<file path="config.mk">
export PLATFORM = sky130hd
export DESIGN_NAME = ula_control
export DESIGN_NICKNAME = d
export VERILOG_FILES = /design/src/rtl/ula_control.sv
export SDC_FILE = /design/constraint.sdc
export NUM_CORES = 1
export LEC_CHECK = 0
export BUFFER_PORTS_ARGS = -buffer_cell sky130_fd_sc_hd__buf_2
export CORE_MARGIN = 10
export CORE_UTILIZATION = 25
export DETAILED_ROUTE_END_ITERATION = 6
export PLACE_DENSITY = 0.48
export RECOVER_POWER = 100
export SYNTH_ARGS = -nofsm -noshare
export SYNTH_HDL_FRONTEND = slang
export SYNTH_SLANG_ARGS = --single-unit
</file>
<file path="constraint.sdc">
create_clock -name clock -period 3.1 [get_ports clock]
set_input_delay 0 -clock clock [delete_from_list [all_inputs] [get_ports clock]]
set_output_delay 0 -clock clock [all_outputs]
set_load 0.01 [all_outputs]
</file>
<file path="src/rtl/ula_control.sv">
// -----------------------------------------------------------------------------
// ula_control
//
// Multi-cycle control FSM for the 16-bit ALU (ula) datapath on the shared bus.
// The FSM loads an instruction word from din into IR and decodes it. It then
// drives the datapath control signals one step at a time.
//
// Instruction word: {op[15:13], rx[12:10], ry[9:7], unused[6:0]}
//   ADD 000, SUB 001, NAN 010 : DECODE -> EXEC -> WB      (rx <- rx op ry)
//   OUT 100                   : DECODE only (rx to output port)
//   LDI 101                   : DECODE only (rx <- din, sampled during DECODE)
//   REP 111                   : DECODE only (rx <- ry)
//   011 / 110                 : NOP, done in DECODE
//
// Ports
//   clock      in   1      system clock, all state on the rising edge
//   resetn     in   1      synchronous reset, active-low
//   run        in   1      start; sampled only in IDLE
//   din        in   16     instruction word (and the LDI immediate in DECODE)
//   ir_in      out  1      load IR from din (run & IDLE, gated by resetn)
//   rin        out  NREG   one-hot register write enable
//   rout       out  NREG   one-hot register drive-bus enable
//   din_out    out  1      drive din onto the bus
//   a_in       out  1      load ALU operand register A
//   g_in       out  1      load ALU result register G
//   g_out      out  1      drive G onto the bus
//   out_en     out  1      strobe the bus value to the output port
//   op_select  out  OPW    ALU opSelect (3'b111 = pass A when idle)
//   done       out  1      one-cycle pulse in the last cycle of an instruction
//   busy       out  1      high whenever the FSM is not in IDLE
//   icount     out  16     instructions retired, saturating (ULA_CTRL_ICOUNT_EN)
//
// Optional feature: define ULA_CTRL_ICOUNT_EN to add the icount port and its
// counter. Without the macro the port and the counter are absent.
//
// Handshake: a run pulse is accepted only in a cycle where busy=0. The
// instruction on din is captured in that same cycle. A run seen while busy=1
// is dropped and is not queued. The next run can be accepted in the cycle
// after done.
//
// All datapath outputs are registered. Each output is computed from the next
// state and the next IR value, so it appears in the cycle the FSM sits in that
// state. ir_in is the one combinational output, because it must follow run
// within the IDLE cycle.
// -----------------------------------------------------------------------------
module ula_control #(
    parameter int NREG = 8,
    parameter int OPW  = 3
) (
    input  logic            clock,
    input  logic            resetn,
    input  logic            run,
    input  logic [15:0]     din,
    output logic            ir_in,
    output logic [NREG-1:0] rin,
    output logic [NREG-1:0] rout,
    output logic            din_out,
    output logic            a_in,
    output logic            g_in,
    output logic            g_out,
    output logic            out_en,
    output logic [OPW-1:0]  op_select,
    output logic            done,
    output logic            busy
`ifdef ULA_CTRL_ICOUNT_EN
    ,
    output logic [15:0]     icount
`endif
);

    typedef enum logic [1:0] {
        S_IDLE   = 2'd0,
        S_DECODE = 2'd1,
        S_EXEC   = 2'd2,
        S_WB     = 2'd3
    } state_t;

    localparam logic [2:0] OP_ADD = 3'b000;
    localparam logic [2:0] OP_SUB = 3'b001;
    localparam logic [2:0] OP_NAN = 3'b010;
    localparam logic [2:0] OP_OUT = 3'b100;
    localparam logic [2:0] OP_LDI = 3'b101;
    localparam logic [2:0] OP_REP = 3'b111;

    // Only IR[15:7] carries information; the low bits are never decoded.
    state_t          r_state;
    logic [15:7]     r_ir;
    logic [NREG-1:0] r_rin;
    logic [NREG-1:0] r_rout;
    logic            r_din_out;
    logic            r_a_in;
    logic            r_g_in;
    logic            r_g_out;
    logic            r_out_en;
    logic [OPW-1:0]  r_op_select;
    logic            r_done;
    logic            r_busy;

    state_t          w_state_nxt;
    logic [15:7]     w_ir_nxt;
    logic [2:0]      w_op;
    logic [NREG-1:0] w_rx_oh;
    logic [NREG-1:0] w_ry_oh;
    logic [NREG-1:0] w_rin;
    logic [NREG-1:0] w_rout;
    logic            w_din_out;
    logic            w_a_in;
    logic            w_g_in;
    logic            w_g_out;
    logic            w_out_en;
    logic [OPW-1:0]  w_op_select;
    logic            w_done;
    logic            w_unused_din;

    assign w_unused_din = &{1'b0, din[6:0]};

    // Next state and next IR.
    always_comb begin
        w_state_nxt = r_state;
        w_ir_nxt    = r_ir;
        case (r_state)
            S_IDLE: begin
                if (run) begin
                    w_ir_nxt    = din[15:7];
                    w_state_nxt = S_DECODE;
                end
            end
            S_DECODE: begin
                if (r_ir[15:13] == OP_ADD || r_ir[15:13] == OP_SUB ||
                    r_ir[15:13] == OP_NAN)
                    w_state_nxt = S_EXEC;
                else
                    w_state_nxt = S_IDLE;
            end
            S_EXEC:  w_state_nxt = S_WB;
            default: w_state_nxt = S_IDLE;
        endcase
    end

    assign w_op    = w_ir_nxt[15:13];
    assign w_rx_oh = {{(NREG-1){1'b0}}, 1'b1} << w_ir_nxt[12:10];
    assign w_ry_oh = {{(NREG-1){1'b0}}, 1'b1} << w_ir_nxt[9:7];

    // Output values for the state the FSM is about to enter.
    always_comb begin
        w_rin       = '0;
        w_rout      = '0;
        w_din_out   = 1'b0;
        w_a_in      = 1'b0;
        w_g_in      = 1'b0;
        w_g_out     = 1'b0;
        w_out_en    = 1'b0;
        w_op_select = OPW'(3'b111);
        w_done      = 1'b0;
        case (w_state_nxt)
            S_DECODE: begin
                case (w_op)
                    OP_ADD, OP_SUB, OP_NAN: begin
                        w_rout = w_rx_oh;
                        w_a_in = 1'b1;
                    end
                    OP_LDI: begin
                        w_din_out = 1'b1;
                        w_rin     = w_rx_oh;
                        w_done    = 1'b1;
                    end
                    OP_REP: begin
                        w_rout = w_ry_oh;
                        w_rin  = w_rx_oh;
                        w_done = 1'b1;
                    end
                    OP_OUT: begin
                        w_rout   = w_rx_oh;
                        w_out_en = 1'b1;
                        w_done   = 1'b1;
                    end
                    default: w_done = 1'b1;   // NOP
                endcase
            end
            S_EXEC: begin
                w_rout      = w_ry_oh;
                w_g_in      = 1'b1;
                w_op_select = OPW'(w_op);
            end
            S_WB: begin
                w_g_out = 1'b1;
                w_rin   = w_rx_oh;
                w_done  = 1'b1;
            end
            default: ;
        endcase
    end

    always_ff @(posedge clock) begin
        if (!resetn) begin
            r_state     <= S_IDLE;
            r_ir        <= '0;
            r_rin       <= '0;
            r_rout      <= '0;
            r_din_out   <= 1'b0;
            r_a_in      <= 1'b0;
            r_g_in      <= 1'b0;
            r_g_out     <= 1'b0;
            r_out_en    <= 1'b0;
            r_op_select <= OPW'(3'b111);
            r_done      <= 1'b0;
            r_busy      <= 1'b0;
        end else begin
            r_state     <= w_state_nxt;
            r_ir        <= w_ir_nxt;
            r_rin       <= w_rin;
            r_rout      <= w_rout;
            r_din_out   <= w_din_out;
            r_a_in      <= w_a_in;
            r_g_in      <= w_g_in;
            r_g_out     <= w_g_out;
            r_out_en    <= w_out_en;
            r_op_select <= w_op_select;
            r_done      <= w_done;
            r_busy      <= (w_state_nxt != S_IDLE);
        end
    end

`ifdef ULA_CTRL_ICOUNT_EN
    // The count steps on the same edge that raises done, so the new value is
    // visible during the done cycle.
    logic [15:0] r_icount;

    always_ff @(posedge clock) begin
        if (!resetn)
            r_icount <= '0;
        else if (w_done && r_icount != 16'hFFFF)
            r_icount <= r_icount + 16'd1;
    end

    assign icount = r_icount;
`endif

    assign ir_in     = run & resetn & (r_state == S_IDLE);
    assign rin       = r_rin;
    assign rout      = r_rout;
    assign din_out   = r_din_out;
    assign a_in      = r_a_in;
    assign g_in      = r_g_in;
    assign g_out     = r_g_out;
    assign out_en    = r_out_en;
    assign op_select = r_op_select;
    assign done      = r_done;
    assign busy      = r_busy;

endmodule

</file>
# ---- Word level (Yosys, flattened, before mapping)
# Index checks and enable logic that the tools add are counted.
dict set report totals {
  out_inout_bits 27
  in_bits 19
  regBits 37
  wordCells 55
}
dict set report classes {
  eq_ne 12
  shifts 2
  mux 16
  n_reduce_logical 11
  n_bitwise 2
}
# cell n
set ops {}
lappend ops {{case mux 8 bit (2 select lines)} 3}
lappend ops {{2-to-1 mux 9 bit} 2}
lappend ops {{left shift 1 x 3 -> 8 bit (first input constant)} 2}
lappend ops {{== test 3 bit (second input constant)} 3}
lappend ops {{2-to-1 mux 8 bit} 1}
lappend ops {{== test 2 bit (second input constant)} 3}
lappend ops {{== test 3 x 1 -> 1 bit (second input constant)} 2}
lappend ops {{== test 3 x 2 -> 1 bit (second input constant)} 2}
lappend ops {{zero test 3 bit} 2}
lappend ops {{2-to-1 mux 1 bit} 6}
lappend ops {{case mux 2 bit (3 select lines)} 1}
lappend ops {{== test 2 x 1 -> 1 bit (second input constant)} 2}
lappend ops {{2-to-1 mux 2 bit} 2}
lappend ops {{AND reduction 2 bit} 2}
lappend ops {{OR reduction 4 bit} 1}
lappend ops {{OR reduction 3 bit} 1}
lappend ops {{bitwise AND 1 bit} 2}
lappend ops {{zero test 2 bit} 1}
lappend ops {{logical OR 1 bit} 2}
lappend ops {{case mux 1 bit (2 select lines)} 1}
lappend ops {{nonzero test 2 bit} 1}
lappend ops {{OR reduction 2 bit} 1}

# ---- Logic depth before layout (Yosys ltp)
# Gate-level depths: netlist of the first run.
dict set report depth {
  depth_word 7
  mapped_depth 8
  mapped_depth_nobuf 7
}

# ---- Least setup slack after synthesis of the first run
# OpenSTA, ideal clock, no wires.
dict set report synth_timing {
  kind {flip-flop to flip-flop}
  startpoint {register r_state[1]}
  endpoint {register r_rout[7] (netlist: rout[7])}
  required_ps 3025
  setup_ps 75
  synth_period_minus_slack_ps 2109
  arrival_time_ps 2034
  path_buffers 1
  path_stages_with_launch 9
  setup_slack_ps 991
  cell_sequence {dfxtp_1 and2b_1 a21oi_1 ha_1 buf_1 nand4_1 mux2i_4 o211ai_1 o22ai_1}
}
dict set report synth_between {
  elab_chain_cells 6
  elab_cells_between_ends 18
  classes_between {eq/ne: 8; shift: 2; mux: 5; reduce/logical: 3}
}
# element line_no
set synth_lines {}
lappend synth_lines {{start: declaration} 86} ;# state_t r_state;
lappend synth_lines {{start signal: assignment} 209} ;# r_state <= w_state_nxt;
lappend synth_lines {{zero test 2 bit} 121} ;# case (r_state)
lappend synth_lines {{2-to-1 mux 9 bit} 121}
lappend synth_lines {{== test 3 x 1 -> 1 bit (tied with other cells)} 157} ;# case (w_op)
lappend synth_lines {{OR reduction 4 bit (no line)} --}
lappend synth_lines {{case mux 8 bit (2 select lines)} 157}
lappend synth_lines {{case mux 8 bit (2 select lines) (*)} 155} ;# case (w_state_nxt)
lappend synth_lines {{end signal: assignment} 212} ;# r_rout <= w_rout;
lappend synth_lines {{end: declaration} 89} ;# logic [NREG-1:0] r_rout;
# Mark *: on every way between the ends. The rest lies on a longest branch, timed or not.
# A chain may end at the register's enable or synchronous reset.

# ---- Worst setup path after layout of the first run
# Ends and elaborated chain as after synthesis.

==> results of run 1 <==
-- final cells by class --
cell class / instances / area (sq um) / area share
timing repair buffer: 39 / 160 / 0.0807
inverter: 3 / 11.3 / 0.00567
tap: 80 / 100 / 0.0504
multi-input combinational: 134 / 886 / 0.446
sequential: 37 / 741 / 0.373
clock buffer: 7 / 86.3 / 0.0435
-- cells in the final DEF, fill, tap and decap left out, drive strengths merged, types with 3 or more instances in the layout --
cell and count:
buf 11, inv 3, mux2i 11, nand2 18
mux2 5, nand3 4, and2 6, nand3b 4
dfxtp 37, a21oi 12, o211ai 5, a21boi 5
nand2b 7, nor2b 11, ha 3, nor2 20
clkbuf 35
-- worst max path at each step --
stage	slack (ns)	startpoint	end
floorplan	0.99	r_state[1]	rout[7]
global placement	0.82	r_state[1]	rout[7]
detailed placement	0.73	r_state[1]	rout[7]
CTS	0.70	r_state[1]	rout[7]
global route	0.25	r_state[1]	rout[7]
finish	0.54	r_state[1]	rout[7]
-- power by group through the flow --
stage	sequential (mW)	clock, mW	combinational, mW
2_1_floorplan	0.525	0	0.137
3_3_place_gp	0.522	0	0.189
3_5_place_dp	0.523	0	0.190
4_1_cts	0.511	0.355	0.191
5_1_grt	0.515	0.370	0.204
6_report	0.512	0.339	0.181
-- registers in the layout, indices dropped and copies added (netlist names) --
name	flops
done	1
din_out	1
r_ir	9
out_en	1
busy	1
r_state	2
op_select	3
g_out	1
g_in	1
a_in	1
rout	8
rin	8
-- metrics by stage --
| stage | area [sq um] | util |
|---|---|---|
| after CTS | 2040 | 0.304 |
| after global routing | 1980 | 0.295 |
| after global placement | 1950 | 0.291 |
| after detailed placement | 1950 | 0.291 |
| final | 1980 | 0.295 |
| after floorplan | 1710 | - |
-- cell families (layout without fill, tap and decap cells) --
| kind of cell | after synthesis | count (layout) | synth area share |
|---|---|---|---|
| compound gates | 33 | 33 | 0.126 |
| buf+inv | 11 | 49 | 0.0409 |
| fa+ha+maj | 5 | 5 | 0.0336 |
| mux | 16 | 16 | 0.111 |
| flops | 37 | 37 | 0.432 |
| simple gates | 80 | 80 | 0.257 |
-- tightest hold or removal path, stage by stage --
cell and delay (ns):
buf_2 0.13, nand2_1 0.05, a21boi_0 0.06
-- per-layer routing --
metal | wire length, microns | vias up | share of wire
met5 | 0 | - | 0
met4 | 40 | 0 | 0.0096
met3 | 234 | 2 | 0.056
met2 | 1940 | 27 | 0.47
met1 | 1940 | 616 | 0.47
li1 | - | 709 | -
==> impl_metrics.tcl, run 1 <==
set metrics [dict create \
    status "finished clean" \
    stdcell_count 300 \
    yosys.area.top_type "dfxtp_1" \
    cp.depth 7 \
    overflow 0 \
    grt_pass1_vias 1330 \
    min_to "r_ir[11]" \
    syn_inst 182 \
    synth_cell_types 42 \
    drt_iter0_drc 94 \
    maxSlewViolCount 0 \
    die_h_microns 103 \
    vias 1354 \
    worstPathCellList "and2b_1 -> a21oi_1 -> ha_1 -> nand4_1 -> mux2i_1 -> o211ai_1 -> o22ai_1" \
    clock.fmax_ghz 0.390 \
    r2r_setup_slack_ns 0.54 \
    combPwrFrac 0.176 \
    coreArea_sq_mm 0.00672 \
    drive_above_1_share 0.109 \
    cts_tree "built" \
    arrival_ns 2.77 \
    yosysSeqAreaShare 0.432 \
    synth_commonest_cells "dfxtp_1, nor2_1, nand2_1, a21oi_1, nor2b_1" \
    peakVddDrop_mv 0.132 \
    area_growth_syn_to_layout_pct 15.8 \
    totalWireLength_mm 4.16 \
    cts_inserted_buffers 5 \
    ys_seq_elements 37 \
    relSlewSlack 0.0876 \
    yosys-top-cells-area "dfxtp_1, mux2i_1, nor2_1, nor2b_1, nand2_1" \
    die-area_sq_mm 0.0106 \
    final_nets 242 \
    initial_core_util 0.255 \
    syn_area_per_cell_sq_um 9.42 \
    grt_pass1_wl_mm 6.64 \
    p_sw_mw 0.287 \
    yosys_warnings 0 \
    power.leakage_nw 0.747 \
    io_buffer_count 38 \
    use_met1 0.102 \
    crit_buf_inv 0 \
    p_total_mw 1.03 \
    wl_per_cell_microns 13.9 \
    root_buffer "clkbuf_8" \
    grt_use_total 0.0804 \
    pin_count 46 \
    power_density_mw_per_mm2 520 \
    holdWs_ns 0.00754 \
    synth_edf_count 0 \
    num_antenna_cells 0 \
    pwr-share-seq 0.496 \
    slowest_stage "ha_1" \
    p_int_mw 0.745 \
    crit_required_ns 3.31 \
    slowest_delay_ns 0.50 \
    post-place-ws_ns 0.727 \
    clockBufferDepth 2 \
    path_delay_family "compound AO/OA/AOI/OAI gates" \
    nFillCells 731 \
    yosysTopAreaCellShare 0.432 \
    place_hpwl_mm 3.11 \
    cts.sinks 37 \
    max-cap-violations 0 \
    ant_nets 0 \
    die_w_microns 103 \
    setup_ws_ns 0.539 \
    rsz0062_at_grt "no" \
    syn_nets 204 \
    hold_buffers 0 \
    cp-start-kind "register" \
    gp_congestion 0.718 \
    use_met2 0.123 \
    reg2regPathDepth 7 \
    grt_start_max_net_pins 23 \
    cts_resized 0 \
    synth_flop_cell "dfxtp_1" \
    routed_via_density 4.51 \
    top_usage_layer "met2" \
    cts_max_level 2 \
    min_delay_path_depth 3 \
    final-hold-violation-count 0 \
    rows 30 \
    setup_viol 0 \
    grt_use_met3 0.0288 \
    tightest_slew_ns 1.37 \
    hp-start "din[11]" \
    clkTransAtPathRegs_ns 0.07 \
    criticalPathCategory "reg2reg" \
    antenna_found_initial 0 \
    synth_most_common_cell "dfxtp_1" \
    timing.rr.start "r_state[1]" \
    finalCriticalPeriod_ns 2.56 \
    end_kind "register" \
    setup_tns_ns 0 \
    pwr-share-clk 0.328 \
    timing.rr.end "rout[7]" \
    period_share 0.826 \
    clk_latency_ns 0.28 \
    firstDrtPassIters 6 \
    drc 0 \
    dp_cells 293 \
    sw_frac_of_total 0.278 \
    worstPathMaxFanout 11 \
    post-cts-setup-buffers 0 \
    netlist_area_sq_mm 0.00171 \
    synthArstFlopShare 0 \
    min_path_type "in2reg" \
    finClkSkew_ns 0.00574 \
]
No activity file was read; power rests on OpenSTA's default activity.
==> run 2: changes to the inputs <==
- ABC_AREA: default -> 1
- PLACE_DENSITY: 0.48 -> 0.49
- clock period: 3.1 -> 2.6 ns (I/O delays scaled with it)
==> impl_metrics.tcl, run 2 <==
set metrics [dict create \
    cts.sinks 37 \
    hp-start "resetn" \
    yosysTopAreaCellShare 0.486 \
    die_w_microns 98.1 \
    tightest_slew_ns 1.08 \
    finClkSkew_ns 0.00441 \
    timing.rr.start "r_ir[13]" \
    r2r_setup_slack_ns 0.52 \
    grt_start_max_net_pins 19 \
    min_delay_path_depth 3 \
    synthSimpleGateAreaFrac 0.338 \
    path_delay_family "simple AND/OR/NAND/NOR gates" \
    final_nets 271 \
    synthMuxAreaShare 0 \
    slowest_delay_ns 0.38 \
    root_buffer "clkbuf_8" \
    grt_pass1_wl_mm 6.59 \
    cts_max_level 2 \
    routed_via_density 4.08 \
    drt_iter0_drc 40 \
    yosys-top-cells-area "dfxtp_1, nand2_1, nor2_1, inv_1, nand3_1" \
    synth_cell_types 23 \
    totalWireLength_mm 3.90 \
    setup_tns_ns 0 \
    synth_most_common_cell "nand2_1" \
    yosys_warnings 0 \
    wl_per_cell_microns 12.0 \
    synth_top_family_by_area "simple AND/OR/NAND/NOR gates" \
    grt_pass1_vias 1337 \
    antenna_found_initial 0 \
    rows 28 \
    synthAdderAreaFrac 0.0246 \
    period_share 0.800 \
    die-area_sq_mm 0.00962 \
    criticalPathCategory "reg2reg" \
    min_to "g_in" \
    initial_core_util 0.258 \
    crit_required_ns 2.82 \
    coreArea_sq_mm 0.00592 \
    final_cell_mix "nand2_1, dfxtp_1, nor2_1, clkbuf_1, inv_1" \
    synth_flop_cell "dfxtp_1" \
    post-place-ws_ns 0.557 \
    overflow 0 \
    timing.rr.end "rout[4]" \
    area_growth_syn_to_layout_pct 21.9 \
    peakVddDrop_mv 0.185 \
    num_antenna_cells 0 \
    final_util 0.314 \
    worstPathMaxFanout 11 \
    yosysSeqAreaShare 0.486 \
    max-cap-violations 0 \
    pin_count 46 \
    finalCriticalPeriod_ns 2.08 \
    power_density_mw_per_mm2 708 \
    crit_buf_inv 3 \
    ys_seq_elements 37 \
    arrival_ns 2.30 \
    syn_nets 226 \
    firstDrtPassIters 4 \
    setup_viol 0 \
    clock.fmax_ghz 0.481 \
    relSlewSlack 0.274 \
    synth_edf_count 0 \
    rsz0062_at_grt "no" \
    cts_inserted_buffers 5 \
    reg2regPathDepth 11 \
    regMostFlops "r_ir" \
    syn_inst 204 \
    syn_area_per_cell_sq_um 7.48 \
    min_path_type "in2reg" \
    synth_compound_area_frac 0.0673 \
    vias 1327 \
    final-hold-violation-count 0 \
    synth_xor_area_frac 0 \
    setup_ws_ns 0.519 \
    synth_commonest_cells "nand2_1, dfxtp_1, nor2_1, inv_1, nand3_1" \
    place_hpwl_mm 2.97 \
    status "finished clean" \
    io_buffer_count 38 \
    clockBufferDepth 2 \
    drc 0 \
    maxSlewViolCount 0 \
    layout_commonest_cell "nand2_1" \
    power.leakage_nw 0.824 \
    drive_above_1_share 0.112 \
    cts_tree "built" \
    grt_use_total 0.0849 \
    largest_reg_flops 9 \
    die_h_microns 98.1 \
    slowest_stage "ha_1" \
    post-cts-setup-buffers 0 \
    p_total_mw 1.32 \
    clkTransAtPathRegs_ns 0.08 \
    clk_latency_ns 0.29 \
    cp-start-kind "register" \
    yosys.area.top_type "dfxtp_1" \
    ant_nets 0 \
    startpoint "r_ir[13]" \
    netlist_area_sq_mm 0.00153 \
    end_kind "register" \
    worstPathCellList "inv_1 -> o2111ai_1 -> nand2_1 -> inv_1 -> ha_1 -> inv_1 -> nor2_1 -> nand2_1 -> nand2_1 -> nand3_1 -> a21oi_1" \
    gp_congestion 0.774 \
    synthArstFlopShare 0 \
]
[run 2: kinds of logic after synthesis]
logic type / count (synthesis)
simple gates: 116
compound gates: 16
fa+ha+maj: 3
flops: 37
buf+inv: 32
[run 2: how the worst max path moves through the flow]
stage,to,slack (ns),cells after the start
2_1_floorplan,rin[4],0.81,11
3_3_place_gp,rout[7],0.56,11
3_5_place_dp,rout[4],0.56,11
4_1_cts,rout[7],0.52,11
5_1_grt,rout[7],0.25,11
6_report,rout[4],0.52,11
[run 2: report_power, final]
part           internal [mW]  leakage (nW)  switching [mW]
sequential             0.601         0.301          0.0109
combinational         0.0881         0.479           0.220
clock                  0.185        0.0439           0.212
total                  0.874         0.824           0.442
[run 2: what timing repair did]
action                     CTS  global route
hold buffers                 1             0
hold endpoints to repair     1             0
setup endpoints to repair    0             0
gates resized for setup      0             0
[run 2: final cells by class]
type	count	area (sq um)
sequential	37	741
clock buffer	5	68.8
fill	670	4060
clock inverter	3	17.5
tap	75	93.8
inverter	29	109
multi-input combinational	135	652
timing repair buffer	41	178
[run 2: worst reg2reg max path, stage by stage (launching register included)]
cell	delay (ns)
dfxtp_1	0.33
inv_1	0.05
o2111ai_1	0.23
nand2_1	0.11
inv_1	0.11
ha_1	0.38
inv_1	0.13
nor2_1	0.13
nand2_1	0.07
nand2_1	0.18
nand3_1	0.10
a21oi_1	0.18
[run 2: layer usage]
| metal | vias up | global-route usage | share of wire |
|---|---|---|---|
| met4 | 0 | 0.0470 | 0.025 |
| met3 | 8 | 0.0303 | 0.060 |
| met2 | 24 | 0.129 | 0.42 |
| met1 | 567 | 0.102 | 0.49 |
| li1 | 728 | - | - |
| met5 | - | 0 | 0 |
[run 2: metrics by stage]
step,hold WS (ns),cells,instance area (sq um)
floorplan,0.152,204,1530
global placement,0.282,316,1800
detailed placement,0.299,316,1800
CTS,0.00886,325,1900
global route,0.0311,325,1860
finish,0.00600,325,1860
==> run 3: changes to the inputs <==
- ABC_AREA: 1 -> 0
- PLACE_DENSITY: 0.49 -> 0.48
- clock period: 2.6 -> 2 ns (I/O delays scaled with it)
==> impl_metrics.tcl, run 3 (same netlist as run 1, synthesis figures left out) <==
set metrics [dict create \
    status "finished clean" \
    tightest_slew_ns 0.580 \
    regMostFlops "r_ir" \
    startpoint "r_state[1]" \
    num_antenna_cells 0 \
    ant_nets 0 \
    antenna_found_initial 0 \
    slowest_stage "dfxtp_2" \
    grt_pass1_wl_mm 6.84 \
    pin_count 46 \
    maxSlewViolCount 0 \
    cts_inserted_buffers 5 \
    peakVddDrop_mv 0.242 \
    wl_per_cell_microns 13.7 \
    crit_buf_inv 0 \
    cts_tree "built" \
    vias 1385 \
    drt_iter0_drc 86 \
    routed_via_density 4.51 \
    clk_latency_ns 0.29 \
    die_w_microns 103 \
    io_buffer_count 38 \
    final-hold-violation-count 0 \
    slowest_delay_ns 0.39 \
    root_buffer "clkbuf_8" \
    worstPathCellList "and2b_1 -> a21oi_2 -> ha_2 -> nand4_1 -> mux2i_4 -> o211ai_1 -> o22ai_1" \
    setup_viol 0 \
    initial_core_util 0.255 \
    final_nets 248 \
    worstPathMaxFanout 8 \
    rsz0062_at_grt "no" \
    overflow 0 \
    layout_commonest_cell "dfxtp_1" \
    timing.rr.start "r_state[1]" \
    clockBufferDepth 2 \
    place_hpwl_mm 3.18 \
    cp-start-kind "register" \
    period_share 0.897 \
    largest_reg_flops 9 \
    finClkSkew_ns 0.00987 \
    hp-start "din[10]" \
    final_util 0.306 \
    min_path_type "in2reg" \
    clkTransAtPathRegs_ns 0.08 \
    power_density_mw_per_mm2 785 \
    crit_required_ns 2.21 \
    die_h_microns 103 \
    power.leakage_nw 0.775 \
    grt_pass1_vias 1401 \
    drive_above_1_share 0.163 \
    final_cell_mix "dfxtp_1, clkbuf_1, nor2_1, nand2_1" \
    criticalPathCategory "reg2reg" \
    arrival_ns 2.01 \
    grt_start_max_net_pins 23 \
    coreArea_sq_mm 0.00672 \
    cts_max_level 2 \
    firstDrtPassIters 4 \
    die-area_sq_mm 0.0106 \
    grt_use_total 0.0832 \
    clock.fmax_ghz 0.557 \
    finalCriticalPeriod_ns 1.79 \
    setup_tns_ns 0 \
    rows 30 \
    path_delay_family "compound AO/OA/AOI/OAI gates" \
    max-cap-violations 0 \
    drc 0 \
    area_growth_syn_to_layout_pct 19.9 \
    relSlewSlack 0.612 \
    gp_congestion 0.715 \
    cts.sinks 37 \
    end_kind "register" \
    totalWireLength_mm 4.21 \
]
run 3: cell count changes in the layout (fill, tap and decap cells not counted), moves of 5 or more:
cell      before  now
a21boi_0       0    5
nor3_1        12    1
nand2b_1       0    7
nand2_1       45   18
o211ai_1       0    5
mux2i_1        0   10
nor2_1        34   20
nand3_1       19    4
inv_1         27    3
nor2b_1        0   11
run 3: through the flow:
| stage | hold WS (ns) | cell area, sq um | setup WS (ns) | instances | power [mW] |
|---|---|---|---|---|---|
| floorplan | 0.145 | 1720 | 0.0510 | 182 | 1.03 |
| global placement | 0.303 | 1980 | 0.0787 | 296 | 1.11 |
| detailed placement | 0.312 | 1980 | 0.0508 | 296 | 1.11 |
| CTS | 0.00142 | 2070 | 0.0335 | 305 | 1.63 |
| global route | 0.00422 | 2050 | 0.0374 | 307 | 1.70 |
| finish | 0.00661 | 2050 | 0.205 | 307 | 1.61 |
run 3: metal layers:
metal	vias up	wire length, microns	track usage
met1	633	1940	0.0989
met5	-	0	0
met3	5	231	0.0275
met2	28	1970	0.136
li1	719	-	-
met4	0	72	0.0321
run 3: worst register-to-register path, delay by kind of cell, from the launching register on:
kind / cells / cell delay, ns
compound gates: 3 / 0.47
flops: 1 / 0.39
simple gates: 2 / 0.37
mux: 1 / 0.26
fa+ha+maj: 1 / 0.24
run 3: timing repair:
action                                 4_1_cts  5_1_grt
buffers inserted                             0        2
setup endpoints to repair                    0       16
resized for setup                            0        5
endpoints found under the hold margin        1        0
hold buffers                                 1        0
run 3: path summary, 6_finish.rpt:
check / end / slack [ns] / cells past startpoint
setup reg to reg: rout[7] / 0.21 / 7
hold / removal: r_ir[10] / 0.007 / 3
hold reg to reg: r_ir[11] / 0.51 / 2
setup / recovery: rout[7] / 0.21 / 7
run 3: area by class of cell:
class | instances | area [sq um]
clock inverter | 3 | 17.5
timing repair buffer | 45 | 208
clock buffer | 5 | 68.8
multi-input combinational | 134 | 906
fill | 729 | 4660
inverter | 3 | 11.3
sequential | 37 | 743
tap | 80 | 100
run 3: where the power goes:
group | switching (mW) | internal [mW]
clock network | 0.273 | 0.241
registers | 0.0236 | 0.770
logic | 0.175 | 0.131
